`src/rtl/uart_ctrl_pkg.sv`:
```
// Shared constants for the UART transmit-side control blocks.
// State encodings, byte width and default start timeout.
package uart_ctrl_pkg;

    typedef enum logic [1:0] {
        IDLE  = 2'd0,
        START = 2'd1,
        SEND  = 2'd2
    } txState_t;

    localparam int BYTE_W = 8;
    localparam int DEF_START_TIMEOUT = 16;

endpackage

```
`src/rtl/uart_rr_pick.sv`:
```
// Combinational round-robin picker: first set request at or above ptr,
// wrapping around to bit 0.
module uart_rr_pick #(
    parameter int N_REQ = 4,
    parameter int PTR_W = $clog2(N_REQ)
) (
    input  logic [N_REQ-1:0] req,
    input  logic [PTR_W-1:0] ptr,
    output logic             valid,
    output logic [PTR_W-1:0] g
);

    // Scan downward so the candidate closest to ptr overwrites the rest.
    always_comb begin
        int k;
        logic [PTR_W-1:0] idx;
        valid = 1'b0;
        g = '0;
        k = 0;
        idx = '0;
        for (int i = N_REQ - 1; i >= 0; i--) begin
            k = int'(ptr) + i;
            if (k >= N_REQ) begin
                k = k - N_REQ;
            end
            idx = PTR_W'(k);
            if (req[idx]) begin
                valid = 1'b1;
                g = idx;
            end
        end
    end

endmodule

```
`src/rtl/uart_tx_arbiter.sv`:
```
// Round-robin sharing of one UART transmitter among N_REQ byte producers,
// with edge-triggered send sequencing and a start timeout.
module uart_tx_arbiter
    import uart_ctrl_pkg::*;
#(
    parameter int N_REQ = 4,
    parameter int START_TIMEOUT = DEF_START_TIMEOUT,
    parameter int CNT_W = 5
) (
    input  logic                    iCLK,
    input  logic                    iRST_N,
    input  logic [N_REQ-1:0]        iREQ,
    input  logic [BYTE_W*N_REQ-1:0] iDATA,
    output logic [N_REQ-1:0]        oACK,
    output logic [N_REQ-1:0]        oGRANT,
    output logic                    oERR,
    output logic                    oIDLE,
    output logic                    oUT,
    output logic [BYTE_W-1:0]       oUTDATA,
    input  logic                    iUT
);

    localparam int PTR_W = $clog2(N_REQ);

    txState_t          state, stateNext;
    logic [CNT_W-1:0]  cnt, cntNext;
    logic [PTR_W-1:0]  ptr, ptrNext;
    logic [PTR_W-1:0]  owner, ownerNext, ownerInc;
    logic [PTR_W-1:0]  pickG;
    logic              pickValid;
    logic [BYTE_W-1:0] pickData, dataNext;
    logic [N_REQ-1:0]  grantNext, ackNext;
    logic              utNext, errNext, timeout;

    uart_rr_pick #(
        .N_REQ(N_REQ),
        .PTR_W(PTR_W)
    ) uPick (
        .req  (iREQ),
        .ptr  (ptr),
        .valid(pickValid),
        .g    (pickG)
    );

    always_comb begin
        pickData = '0;
        for (int k = 0; k < N_REQ; k++) begin
            if (pickG == PTR_W'(k)) begin
                pickData = iDATA[k*BYTE_W +: BYTE_W];
            end
        end
    end

    assign ownerInc = (owner == PTR_W'(N_REQ - 1)) ? '0 : owner + 1'b1;
    assign timeout  = (cnt == CNT_W'(START_TIMEOUT - 1));

    always_ff @(posedge iCLK) begin
        if (!iRST_N) begin
            state   <= IDLE;
            cnt     <= '0;
            ptr     <= '0;
            owner   <= '0;
            oGRANT  <= '0;
            oUTDATA <= '0;
            oUT     <= 1'b0;
            oACK    <= '0;
            oERR    <= 1'b0;
        end else begin
            state   <= stateNext;
            cnt     <= cntNext;
            ptr     <= ptrNext;
            owner   <= ownerNext;
            oGRANT  <= grantNext;
            oUTDATA <= dataNext;
            oUT     <= utNext;
            oACK    <= ackNext;
            oERR    <= errNext;
        end
    end

    always_comb begin
        stateNext = state;
        cntNext   = cnt;
        ptrNext   = ptr;
        ownerNext = owner;
        grantNext = oGRANT;
        dataNext  = oUTDATA;
        utNext    = oUT;
        ackNext   = '0;
        errNext   = 1'b0;
        unique case (state)
            IDLE: begin
                if (pickValid && iUT) begin
                    stateNext = START;
                    ownerNext = pickG;
                    grantNext = '0;
                    grantNext[pickG] = 1'b1;
                    dataNext  = pickData;
                    utNext    = 1'b1;
                    cntNext   = '0;
                end
            end
            START: begin
                cntNext = cnt + 1'b1;
                // A falling iUT wins over a simultaneous timeout.
                if (!iUT) begin
                    utNext  = 1'b0;
                    ackNext[owner] = 1'b1;
                    ptrNext = ownerInc;
                    stateNext = SEND;
                end else if (timeout) begin
                    utNext    = 1'b0;
                    errNext   = 1'b1;
                    grantNext = '0;
                    ptrNext   = ownerInc;
                    stateNext = IDLE;
                end
            end
            SEND: begin
                utNext = 1'b0;
                if (iUT) begin
                    grantNext = '0;
                    stateNext = IDLE;
                end
            end
            default: begin
                stateNext = IDLE;
                utNext    = 1'b0;
                grantNext = '0;
            end
        endcase
    end

    always_comb begin
        oIDLE = (state == IDLE);
    end

endmodule

```
`config.mk`:
```
export PLATFORM = sky130hd
export DESIGN_NAME = uart_tx_arbiter
export DESIGN_NICKNAME = d
export VERILOG_FILES = /design/src/rtl/uart_ctrl_pkg.sv /design/src/rtl/uart_rr_pick.sv /design/src/rtl/uart_tx_arbiter.sv
export SDC_FILE = /design/constraint.sdc
export NUM_CORES = 1
export LEC_CHECK = 0
export ABC_AREA = 1
export CAP_MARGIN = 20
export CORE_MARGIN = 2
export CORE_UTILIZATION = 49
export DETAILED_ROUTE_END_ITERATION = 16
export PLACE_DENSITY_LB_ADDON = 0.2
export SYNTH_ARGS = -nofsm -noshare
export SYNTH_HDL_FRONTEND = slang
export SYNTH_SLANG_ARGS = --single-unit
export TNS_END_PERCENT = 1
```
`constraint.sdc`:
```
create_clock -name iCLK -period 4.1 [get_ports iCLK]
set_input_delay 0.615 -clock iCLK [delete_from_list [all_inputs] [get_ports iCLK]]
set_output_delay 0.615 -clock iCLK [all_outputs]
set_load 0.005 [all_outputs]
```
Word-level counts from Yosys, hierarchy flattened:

Cells that the tools add are included.

* add/sub/neg operators: 9
* order comparisons: 12
* equality and inequality tests: 13
* multiplexer cells: 48
* bitwise logic cells: 2
* reduce and logical (&&, ||, !) cells: 14

Operator list (number)
* 8-bit two-way mux: 4
* 2-bit two-way mux: 15
* 2-bit by 3-bit less-than comparator with 1-bit output (second input constant): 6
* 4-bit two-way mux: 4
* 1-bit two-way mux: 14
* 4-bit case mux with 3 select lines: 1
* 5-bit case mux with 2 select lines: 1
* 3-bit >= comparator (second input constant): 3
* 1-bit binary-select mux with 2-bit select: 4
* 2-bit == test (second input constant): 4
* 2-bit AND reduction: 4
* 2-bit by 1-bit subtractor with 2-bit output (second input constant): 4
* 2-bit by 2-bit adder with 3-bit output (second input constant): 2
* 2-bit inequality test (second input constant): 3
* 2-bit case mux with 3 select lines: 1
* 3-bit AND reduction: 2
* 5-bit by 1-bit adder with 5-bit output (second input constant): 1
* 5-bit by 4-bit == test with 1-bit output (second input constant): 1
* 5-bit two-way mux: 1
* 1-bit demux with 2-bit select: 2
* 2-bit by 1-bit == test with 1-bit output (second input constant): 2
* 2-bit by 1-bit >= comparator with 1-bit output (second input constant): 2
* 2-bit zero test: 2
* 2-bit by 1-bit inequality test with 1-bit output (second input constant): 2
* other kinds (10): 13

* register bits after elaboration: 29
* bits of input ports: 39
* output and inout bits: 19
* logic and storage cells: 107

Logic depth before layout (Yosys ltp):

Gate-level depths: netlist of run 1.

* word-level depth: 15
* gate-level depth with buffers: 16
* mapped depth without buffers: 15

By module:

Synthesis of run 1 repeated with hierarchy kept, for this count alone.

* cells, all modules: 246
* area, all modules: 1622.8 µm²

Modules (own cells, without submodules)
* uart_tx_arbiter: instances 1, cells an instance 200, area an instance 1410.1 µm², sequential area each 580.6 µm²
* uart_rr_pick: instances 1, cells an instance 46, area an instance 212.7 µm², sequential area each 0.0 µm²

Least setup slack after synthesis of run 1:

OpenSTA, ideal clock, no wires.

* path type: input -> register
* start: in iREQ[1]
* end: reg oUTDATA[0]
* library setup time: 129 ps
* arrival: 1633 ps
* required time: 3971 ps
* path slack: 2338 ps
* stages on the path: 14
* buffers on the path: 0
* path through: inv_1 -> nand2_1 -> nand3_1 -> nand3_1 -> nand2_1 -> nand2_1 -> nand2_1 -> nand2_2 -> inv_1 -> nand2_2 -> nand2_2 -> nor2_1 -> a21oi_1 -> nor2_1

* cells in the longest elaborated chain, start to end: 11
* elaborated cells between the ends (all ways): 26
* classes of those cells: eq/ne: 3; mux: 20; reduce/logical: 3

Ends and longest elaborated chain
* start, declared: line uart_tx_arbiter.sv:12 `input logic [N_REQ-1:0] iREQ,`
* 1-bit binary-select mux with 2-bit select: line uart_rr_pick.sv:27 `if (req[idx]) begin`
* 1-bit two-way mux (not written as such): line uart_rr_pick.sv:27
* 2-bit two-way mux (4 in a row): line uart_rr_pick.sv:27
* 2-bit zero test: line uart_tx_arbiter.sv:48 `if (pickG == PTR_W'(k)) begin`
* 8-bit two-way mux (4 in a row): line uart_tx_arbiter.sv:48
* end signal, assigned: line uart_tx_arbiter.sv:74 `oUTDATA <= dataNext;`
* end, declared: line uart_tx_arbiter.sv:19 `output logic [BYTE_W-1:0] oUTDATA,`

Parallel ways exist; a longest one is shown, timed or not. The select of a mux whose other input is x is not followed.
A chain may end at the register's enable or synchronous reset.

Final worst setup path of run 1:

Ends and elaborated chain as after synthesis.

==> flow_summary.yaml, run 1 <==
grt:
  grt.overflow.total: 0
  grtUsageTotal: 0.221
  grt_pass1_wl_um: 7070
  grt_max_degree: 19
  met1_usage: 0.273
  antenna_found_initial: 0
  grt_pass1_vias: 1688
  met2_usage: 0.362
  met3_usage: 0.0518
  grt_busiest_layer: "met2"
placement:
  dpl.hpwl_um: 3000
  place_inst: 359
  portBuffers: 57
  gp_congestion: 0.813
worst_setup_path:
  worst_path_largest_cell_delay_ns: 0.48
  crit_path_max_fanout: 13
  worst-path-buf-inv: 3
  cp-start-kind: "input pin"
  slowest_stage: "clkdlybuf4s50_1"
  end_kind: "register"
  crit_top_cell: "nand2_1"
  crit_chain: "clkdlybuf4s50_1 > inv_1 > nand2_1 > nand3_1 > nand3_1 > nand2_1 > nand2_1 > nand2_1 > nand2_2 > inv_1 > o21ai_0 > nand2_1 > a21oi_1 > nor2_1"
  crit_arrival_ns: 2.50
  critPathKind: "in -> reg"
  critPathTopFamily: "simple AND/OR/NAND/NOR gates"
  cp_data_required_time_ns: 4.32
logic_synthesis:
  synth-seq-area-share: 0.335
  synth_cells: 261
  syn_avg_cell_area_um2: 6.64
  synth_fa_ha_area_frac: 0.0433
  synth_top_family_by_area: "simple AND/OR/NAND/NOR gates"
  synthSimpleGateAreaFrac: 0.392
  synth_xor_area_frac: 0
  syn_nets: 306
  ys_warn_count: 0
  synth.distinct_cells: 30
  muxShareOfSynthArea: 0
  synth_compound_area_frac: 0.123
  syn-cell-area_mm2: 0.00173
  ys_seq_elements: 29
power_and_ir_drop:
  power_uw: 855
  power_leakage_uw: 0.00107
  p_per_area_mw_per_mm2: 356
  vdd_drop_max_uv: 259
run:
  maxCapViolCount: 0
clocking:
  cts.path.max_buffers: 2
  hold_buffers: 0
  clkLatencyLatePin_ns: 0.34
  path_clk_slew_ns: 0.09
  cts_setup_buffers: 0
  cts_resized: 0
  cts-root-buf: "clkbuf_4"
  cts_tree: "built"
  cts_buffers: 5
  h-tree-depth: 2
  cts_sinks: 29
final_layout:
  nNetsFinal: 365
  drive_above_1_share: 0.125
  antenna_cells: 0
  mostFrequentLayoutCell: "nand2_1"
  fin_cells: 367
  area_growth_pct: 38.3
  mostFrequentLayoutCells: "69 x nand2_1, 57 x clkdlybuf4s50_1, 36 x nor2_1"
timing:
  tightest_slew_ns: 0.557
  worst_clock_skew_ns: 0.00779
  period_share: 0.556
  drv_slew: 0
  final_hold_viol_count: 0
  setup_viol: 0
  grt_setup_unrepaired: "no"
  fmax_ghz: 0.438
  relSlewSlack: 0.626
  layout_min_cycle_time_ns: 2.28
  fin_setup_tns_ns: 0
run_status:
  status: "finished, final reports clean"
die:
  start_util: 0.516
  die_w_um: 63.5
  die_area_mm2: 0.00403
  die_h_um: 63.5
  ios: 58
  num_rows: 21
  core_area_mm2: 0.00336
detailed_routing:
  routed_wl_um: 4000
  num_vias: 1795
  drt-initial-drc-count: 81
  first_pass_iters: 4
  via_per_inst: 4.89
  drtAntennaViolNets: 0
  drc_errors: 0
  avgRoutedWirePerCell_um: 10.9
hold_path:
  hp-class: "reg -> reg"
routing by layer:
| layer | wire [um] | vias up | share of wire |
|---|---|---|---|
| li1 | - | 945 | - |
| met4 | 56 | 0 | 0.014 |
| met5 | 0 | - | 0 |
| met3 | 258 | 7 | 0.064 |
| met1 | 1810 | 780 | 0.45 |
| met2 | 1870 | 63 | 0.47 |
synth_stat cells:
| cell | count | area, um^2 |
|---|---|---|
| o21ai_0 | 14 | 70.1 |
| nand3b_1 | 1 | 7.51 |
| inv_2 | 5 | 18.8 |
| nand2_2 | 16 | 100 |
| a211oi_1 | 2 | 15.0 |
| inv_8 | 1 | 11.3 |
| o221ai_1 | 1 | 8.76 |
| nor2_4 | 1 | 11.3 |
| nand2_4 | 1 | 11.3 |
| buf_8 | 1 | 15.0 |
| o211a_1 | 1 | 10.0 |
| buf_4 | 1 | 7.51 |
| ha_1 | 6 | 75.1 |
| o21bai_1 | 1 | 7.51 |
| o21ai_1 | 1 | 5.00 |
| nand2_1 | 69 | 259 |
| buf_6 | 2 | 22.5 |
| nand3_2 | 4 | 40.0 |
| a21oi_2 | 1 | 8.76 |
| nor2_1 | 36 | 135 |
| a21oi_1 | 16 | 80.1 |
| nand3_1 | 15 | 75.1 |
| inv_1 | 27 | 101 |
| clkinv_1 | 1 | 3.75 |
| nand4_1 | 2 | 12.5 |
| clkbuf_1 | 1 | 3.75 |
| nor3_2 | 1 | 10.0 |
| nor2_2 | 3 | 18.8 |
| o32ai_1 | 1 | 8.76 |
| dfxtp_1 | 29 | 581 |
worst reg2reg max path: stages, from the launching register on:
cell and delay, ns:
dfxtp_1 0.61, nand2_1 0.14, nand3_1 0.12, nand3_1 0.07, nand2_1 0.06, nand2_1 0.05
nand2_1 0.06, nand2_2 0.18, inv_1 0.28, nand2_2 0.11, nand2_2 0.12, nor2_1 0.05
a21oi_1 0.16, nor2_1 0.06
cells by family (layout without fill, tap and decap cells):
logic type                 count (synthesis)  after routing
and+or+nand+nor                          149            149
buffers and inverters                     39             99
AOI/OAI and AO/OA                         38             38
DFF                                       29             29
adders and majority gates                  6              6
metrics by stage:
stage / worst slack, ns / utilization / hold WS [ns] / area, um^2
after global placement: 1.51 / 0.688 / 0.453 / 2310
after detailed placement: 1.51 / 0.688 / 0.457 / 2310
after floorplan: 2.34 / - / 0.453 / 1730
after global routing: 1.58 / 0.713 / 0.510 / 2400
after CTS: 1.82 / 0.713 / 0.469 / 2400
final: 1.82 / 0.713 / 0.468 / 2400
sequential cells by signal (all words and copies together) (netlist names):
register  flops
oUTDATA       8
oERR          1
cnt           5
oGRANT        4
oACK          4
owner         2
ptr           2
state         2
oUT           1
cell type report:
type / count / area (um^2)
repair buffers: 57 / 571
clock buffers: 7 / 55.1
clock inverters: 1 / 30.0
flip-flops and latches: 29 / 581
inverters: 34 / 135
fillers: 304 / 965
multi-input cells: 193 / 970
well taps: 46 / 57.6
path summary, 6_finish.rpt:
kind | start | endpoint | slack [ns] | cells after the start
max | iREQ[1] | oUTDATA[0] | 1.82 | 14
min | oGRANT[1] | oGRANT[1] | 0.47 | 2
max reg2reg | ptr[0] | oUTDATA[0] | 1.91 | 13
min reg2reg | oGRANT[1] | oGRANT[1] | 0.47 | 2
power by group:
part	internal, uW	switching (uW)
sequential	305	17.9
combinational	126	157
clock	146	103
total	577	278
Note: power is estimated with default switching activity, not from simulation.
==> run 2: changes to the inputs <==
--- a/config.mk
+++ b/config.mk
@@ -8,7 +8,7 @@
 export ABC_AREA = 1
 export CAP_MARGIN = 20
 export CORE_MARGIN = 2
-export CORE_UTILIZATION = 49
+export CORE_UTILIZATION = 46
 export DETAILED_ROUTE_END_ITERATION = 16
 export PLACE_DENSITY_LB_ADDON = 0.2
 export SYNTH_ARGS = -nofsm -noshare
==> constraint.sdc (replaced) <==
create_clock -name iCLK -period 2.35 [get_ports iCLK]
set_input_delay 0.3525 -clock iCLK [delete_from_list [all_inputs] [get_ports iCLK]]
set_output_delay 0.3525 -clock iCLK [all_outputs]
set_load 0.005 [all_outputs]
==> flow_summary.yaml, run 2 (synthesized netlist as in run 1, its figures left out) <==
final_layout:
  top_register: "oUTDATA"
  area_growth_pct: 42.4
  largest_register_ffs: 8
  reg_top3: "oUTDATA x8, cnt x5"
  mostFrequentLayoutCell: "nand2_1"
  fin_area_mm2: 0.00247
  multiInputGateArea_um2: 970
  nNetsFinal: 370
  num-fill-cells: 338
  antenna_cells: 0
  regArea_um2: 581
  mostFrequentLayoutCells: "69 x nand2_1, 57 x clkdlybuf4s50_1, 36 x nor2_1"
  drive_above_1_share: 0.138
placement:
  place_area_mm2: 0.00235
  gp_congestion: 0.858
  portBuffers: 57
  dpl.hpwl_um: 3270
grt:
  grt.overflow.total: 0
  grt_max_degree: 19
  antenna_found_initial: 0
  grtUsageTotal: 0.221
  grt_pass1_wl_um: 7250
  grt_pass1_vias: 1692
detailed_routing:
  first_pass_iters: 4
  num_vias: 1813
  via_per_inst: 4.85
  drc_errors: 0
  routed_wl_um: 4290
  avgRoutedWirePerCell_um: 11.5
  drt-initial-drc-count: 61
  drtAntennaViolNets: 0
clocking:
  cts-root-buf: "clkbuf_8"
  clkLatencyLatePin_ns: 0.29
  cts_buffers: 5
  h-tree-depth: 2
  cts_resized: 0
  cts_sinks: 29
  cts_tree: "built"
  path_clk_slew_ns: 0.06
  cts.path.max_buffers: 2
  cts_setup_buffers: 0
  hold_buffers: 0
worst_setup_path:
  crit_path_max_fanout: 9
  crit_arrival_ns: 2.25
  worst_path_largest_cell_delay_ns: 0.59
  crit_chain: "inv_8 > nand2_2 > nand2_2 > nand2_2 > nand2_2 > nor2_2 > nand3_2 > nand3_2 > inv_2 > nand2_2 > nor2_1 > a21oi_1 > nor2_1"
  critPathTopFamily: "simple AND/OR/NAND/NOR gates"
  crit_top_cell: "nand2_2"
  critPathKind: "reg -> reg"
  end_kind: "register"
  cp-start-kind: "register"
  worst-path-buf-inv: 2
  cp_data_required_time_ns: 2.53
  slowest_stage: "dfxtp_1"
die:
  num_rows: 22
  core_area_mm2: 0.00363
  die_w_um: 65.4
  ios: 58
  die_area_mm2: 0.00428
  die_h_um: 65.4
  start_util: 0.477
timing:
  layout_min_cycle_time_ns: 2.06
  worst_clock_skew_ns: 0.00668
  fmax_ghz: 0.485
  relSlewSlack: 0.705
  fin_setup_tns_ns: 0
  period_share: 0.878
  final_hold_viol_count: 0
  grt_setup_unrepaired: "no"
  tightest_slew_ns: 0.441
  setup_viol: 0
  drv_slew: 0
power_and_ir_drop:
  p_per_area_mw_per_mm2: 654
  vdd_drop_max_uv: 421
  power_leakage_uw: 0.00111
hold_path:
  hp-class: "reg -> reg"
run_status:
  status: "finished, final reports clean"
run:
  maxCapViolCount: 0
run 2: cell types whose count changed in the layout (fill, tap and decap cells not counted), sizes merged:
cell  delta
buf      +5
run 2: worst reg2reg max path, cell delays in order (launching register included):
cell     delay [ns]
dfxtp_1        0.59
inv_8          0.07
nand2_2        0.07
nand2_2        0.07
nand2_2        0.09
nand2_2        0.07
nor2_2         0.14
nand3_2        0.11
nand3_2        0.22
inv_2          0.14
nand2_2        0.14
nor2_1         0.06
a21oi_1        0.15
nor2_1         0.05
run 2: worst paths after layout:
kind	endpoint	cells after the start	slack, ns	from
max reg2reg	oUTDATA[7]	13	0.29	ptr[0]
min reg2reg	oGRANT[2]	2	0.46	oGRANT[2]
max	oUTDATA[7]	13	0.29	ptr[0]
min	oGRANT[2]	2	0.46	oGRANT[2]
run 2: final cells by class:
| cell class | count | area share |
|---|---|---|
| Multi-Input combinational cell | 193 | 0.393 |
| Timing Repair Buffer | 62 | 0.246 |
| Sequential cell | 29 | 0.235 |
| Inverter | 34 | 0.0547 |
| Clock buffer | 7 | 0.0350 |
| Tap cell | 48 | 0.0243 |
| Clock inverter | 1 | 0.0122 |
run 2: stage by stage:
stage,setup slack [ns],power (uW),instances,util,hold WS [ns]
after floorplan,0.758,893,261,-,0.453
after global placement,0.124,1070,366,0.648,0.459
after detailed placement,0.116,1080,366,0.648,0.455
after CTS,0.255,1620,374,0.680,0.466
after global routing,0.0826,1710,374,0.680,0.483
final,0.286,1620,374,0.680,0.463
run 2: power by group:
part           total (uW)  switching, uW  internal, uW
clock network         541            195           345
logic                 509            279           230
registers             565           32.1           533
run 2: layer usage:
metal  global-route usage  wire (um)  vias to the layer above
met5                    0          0                        -
met4               0.0729         76                        0
met3               0.0685        240                        9
met2                0.386       2030                       51
met1                0.254       1950                      805
li1                     -          -                      948
==> run 3: changes to the inputs <==
--- a/config.mk
+++ b/config.mk
@@ -6,9 +6,10 @@
 export NUM_CORES = 1
 export LEC_CHECK = 0
 export ABC_AREA = 1
-export CAP_MARGIN = 20
+export ABC_CLOCK_PERIOD_IN_PS = 2350
+export CAP_MARGIN = 10
 export CORE_MARGIN = 2
-export CORE_UTILIZATION = 46
+export CORE_UTILIZATION = 25
 export DETAILED_ROUTE_END_ITERATION = 16
 export PLACE_DENSITY_LB_ADDON = 0.2
 export SYNTH_ARGS = -nofsm -noshare
==> flow_summary.yaml, run 3 (synthesized netlist as in run 1, its figures left out) <==
placement:
  dpl.hpwl_um: 3640
  gp_congestion: 0.860
  dp_slack_ns: 0.140
  place_inst: 400
  portBuffers: 57
clocking:
  cts_setup_buffers: 0
  h-tree-depth: 2
  cts-root-buf: "clkbuf_8"
  clkLatencyLatePin_ns: 0.28
  hold_buffers: 0
  cts_resized: 0
  path_clk_slew_ns: 0.07
  cts_buffers: 5
  cts_sinks: 29
  cts.path.max_buffers: 2
  cts_tree: "built"
final_layout:
  fin_cells: 408
  nNetsFinal: 372
  regArea_um2: 581
  mostFrequentLayoutCells: "69 x nand2_1, 57 x clkdlybuf4s50_1, 36 x nor2_1"
  drive_above_1_share: 0.146
  reg_top3: "oUTDATA x8, cnt x5"
  mostFrequentLayoutCell: "nand2_1"
  top_register: "oUTDATA"
  largest_register_ffs: 8
  multiInputGateArea_um2: 970
  area_growth_pct: 43.9
  antenna_cells: 0
  num-fill-cells: 726
timing:
  drv_slew: 0
  fin_ws_ns: 0.327
  fmax_ghz: 0.494
  tightest_slew_ns: 0.468
  worst_clock_skew_ns: 0.00620
  setup_viol: 0
  relSlewSlack: 0.688
  period_share: 0.861
  final_hold_viol_count: 0
  grt_setup_unrepaired: "no"
  layout_min_cycle_time_ns: 2.02
  fin_setup_tns_ns: 0
grt:
  grt_pass1_wl_um: 7710
  grt_max_degree: 13
  grtUsageTotal: 0.129
  grt_pass1_vias: 1645
  grt.overflow.total: 0
  antenna_found_initial: 0
worst_setup_path:
  end_kind: "register"
  crit_arrival_ns: 2.19
  reg2regPathDepth: 14
  critPathKind: "reg -> reg"
  cp-start-kind: "register"
  crit_path_max_fanout: 12
  cp_data_required_time_ns: 2.52
run:
  maxCapViolCount: 0
run_status:
  status: "finished, final reports clean"
detailed_routing:
  wl_met2_um: 2000
  avgRoutedWirePerCell_um: 11.6
  via_per_inst: 4.35
  drt-initial-drc-count: 66
  wl_met1_um: 2390
  num_vias: 1773
  wl_met3_um: 267
  routed_wl_um: 4720
  first_pass_iters: 4
  dr.max_layer_used: "met4"
  drtAntennaViolNets: 0
  drc_errors: 0
power_and_ir_drop:
  power_leakage_uw: 0.00110
  p_per_area_mw_per_mm2: 599
  vdd_drop_max_uv: 261
die:
  start_util: 0.257
  die_area_mm2: 0.00762
  die_w_um: 87.3
  die_h_um: 87.3
  ios: 58
  core_area_mm2: 0.00676
  num_rows: 30
hold_path:
  hold_depth: 2
  hp-class: "reg -> reg"
[run 3: changes by cell type in the layout (fill, tap and decap cells not counted)]
cell,delta
clkbuf_8,-1
bufinv_16,-1
clkinvlp_4,+1
clkbuf_1,-1
clkinv_2,+2
buf_4,+2
[run 3: report_power, final]
group / leakage (uW) / total (uW) / switching, uW / internal, uW
logic: 0.000825 / 521 / 283 / 238
clock network: 0.0000439 / 410 / 206 / 204
registers: 0.000236 / 564 / 30.7 / 533
total: 0.00110 / 1490 / 519 / 975
[run 3: worst max-delay path, stage by stage (launching register included)]
cell,delay [ns]
dfxtp_1,0.59
inv_8,0.07
nand2_1,0.08
nand2_2,0.06
nand2_2,0.08
nand2_2,0.07
nor2_2,0.14
nor2_1,0.06
nand2_2,0.11
nand2_4,0.11
buf_4,0.19
o21bai_1,0.15
nand3_2,0.08
nand2_2,0.06
a21oi_2,0.04
[run 3: worst paths after layout]
| kind | startpoint | to | slack, ns |
|---|---|---|---|
| max | ptr[0] | oUTDATA[4] | 0.33 |
| min | oGRANT[1] | oGRANT[1] | 0.47 |
| min reg2reg | oGRANT[1] | oGRANT[1] | 0.47 |
| max reg2reg | ptr[0] | oUTDATA[4] | 0.33 |
[run 3: cell type report]
cell class / instances / area share
multi-input combinational: 193 / 0.389
sequential: 29 / 0.233
timing repair buffer: 64 / 0.250
tap: 80 / 0.0401
clock buffer: 5 / 0.0276
clock inverter: 3 / 0.00702
inverter: 34 / 0.0542
[run 3: metal layers]
metal / track usage / up-vias
met3: 0.0379 / 5
met1: 0.175 / 763
met5: 0 / -
met4: 0.0462 / 0
li1: - / 954
met2: 0.195 / 51
[run 3: stage by stage]
stage	total power, uW	area (um^2)	util	hold slack, ns
floorplan	893	1730	-	0.453
global placement	1100	2410	0.356	0.460
detailed placement	1100	2410	0.356	0.456
CTS	1510	2490	0.369	0.475
global route	1610	2490	0.369	0.495
finish	1490	2490	0.369	0.469
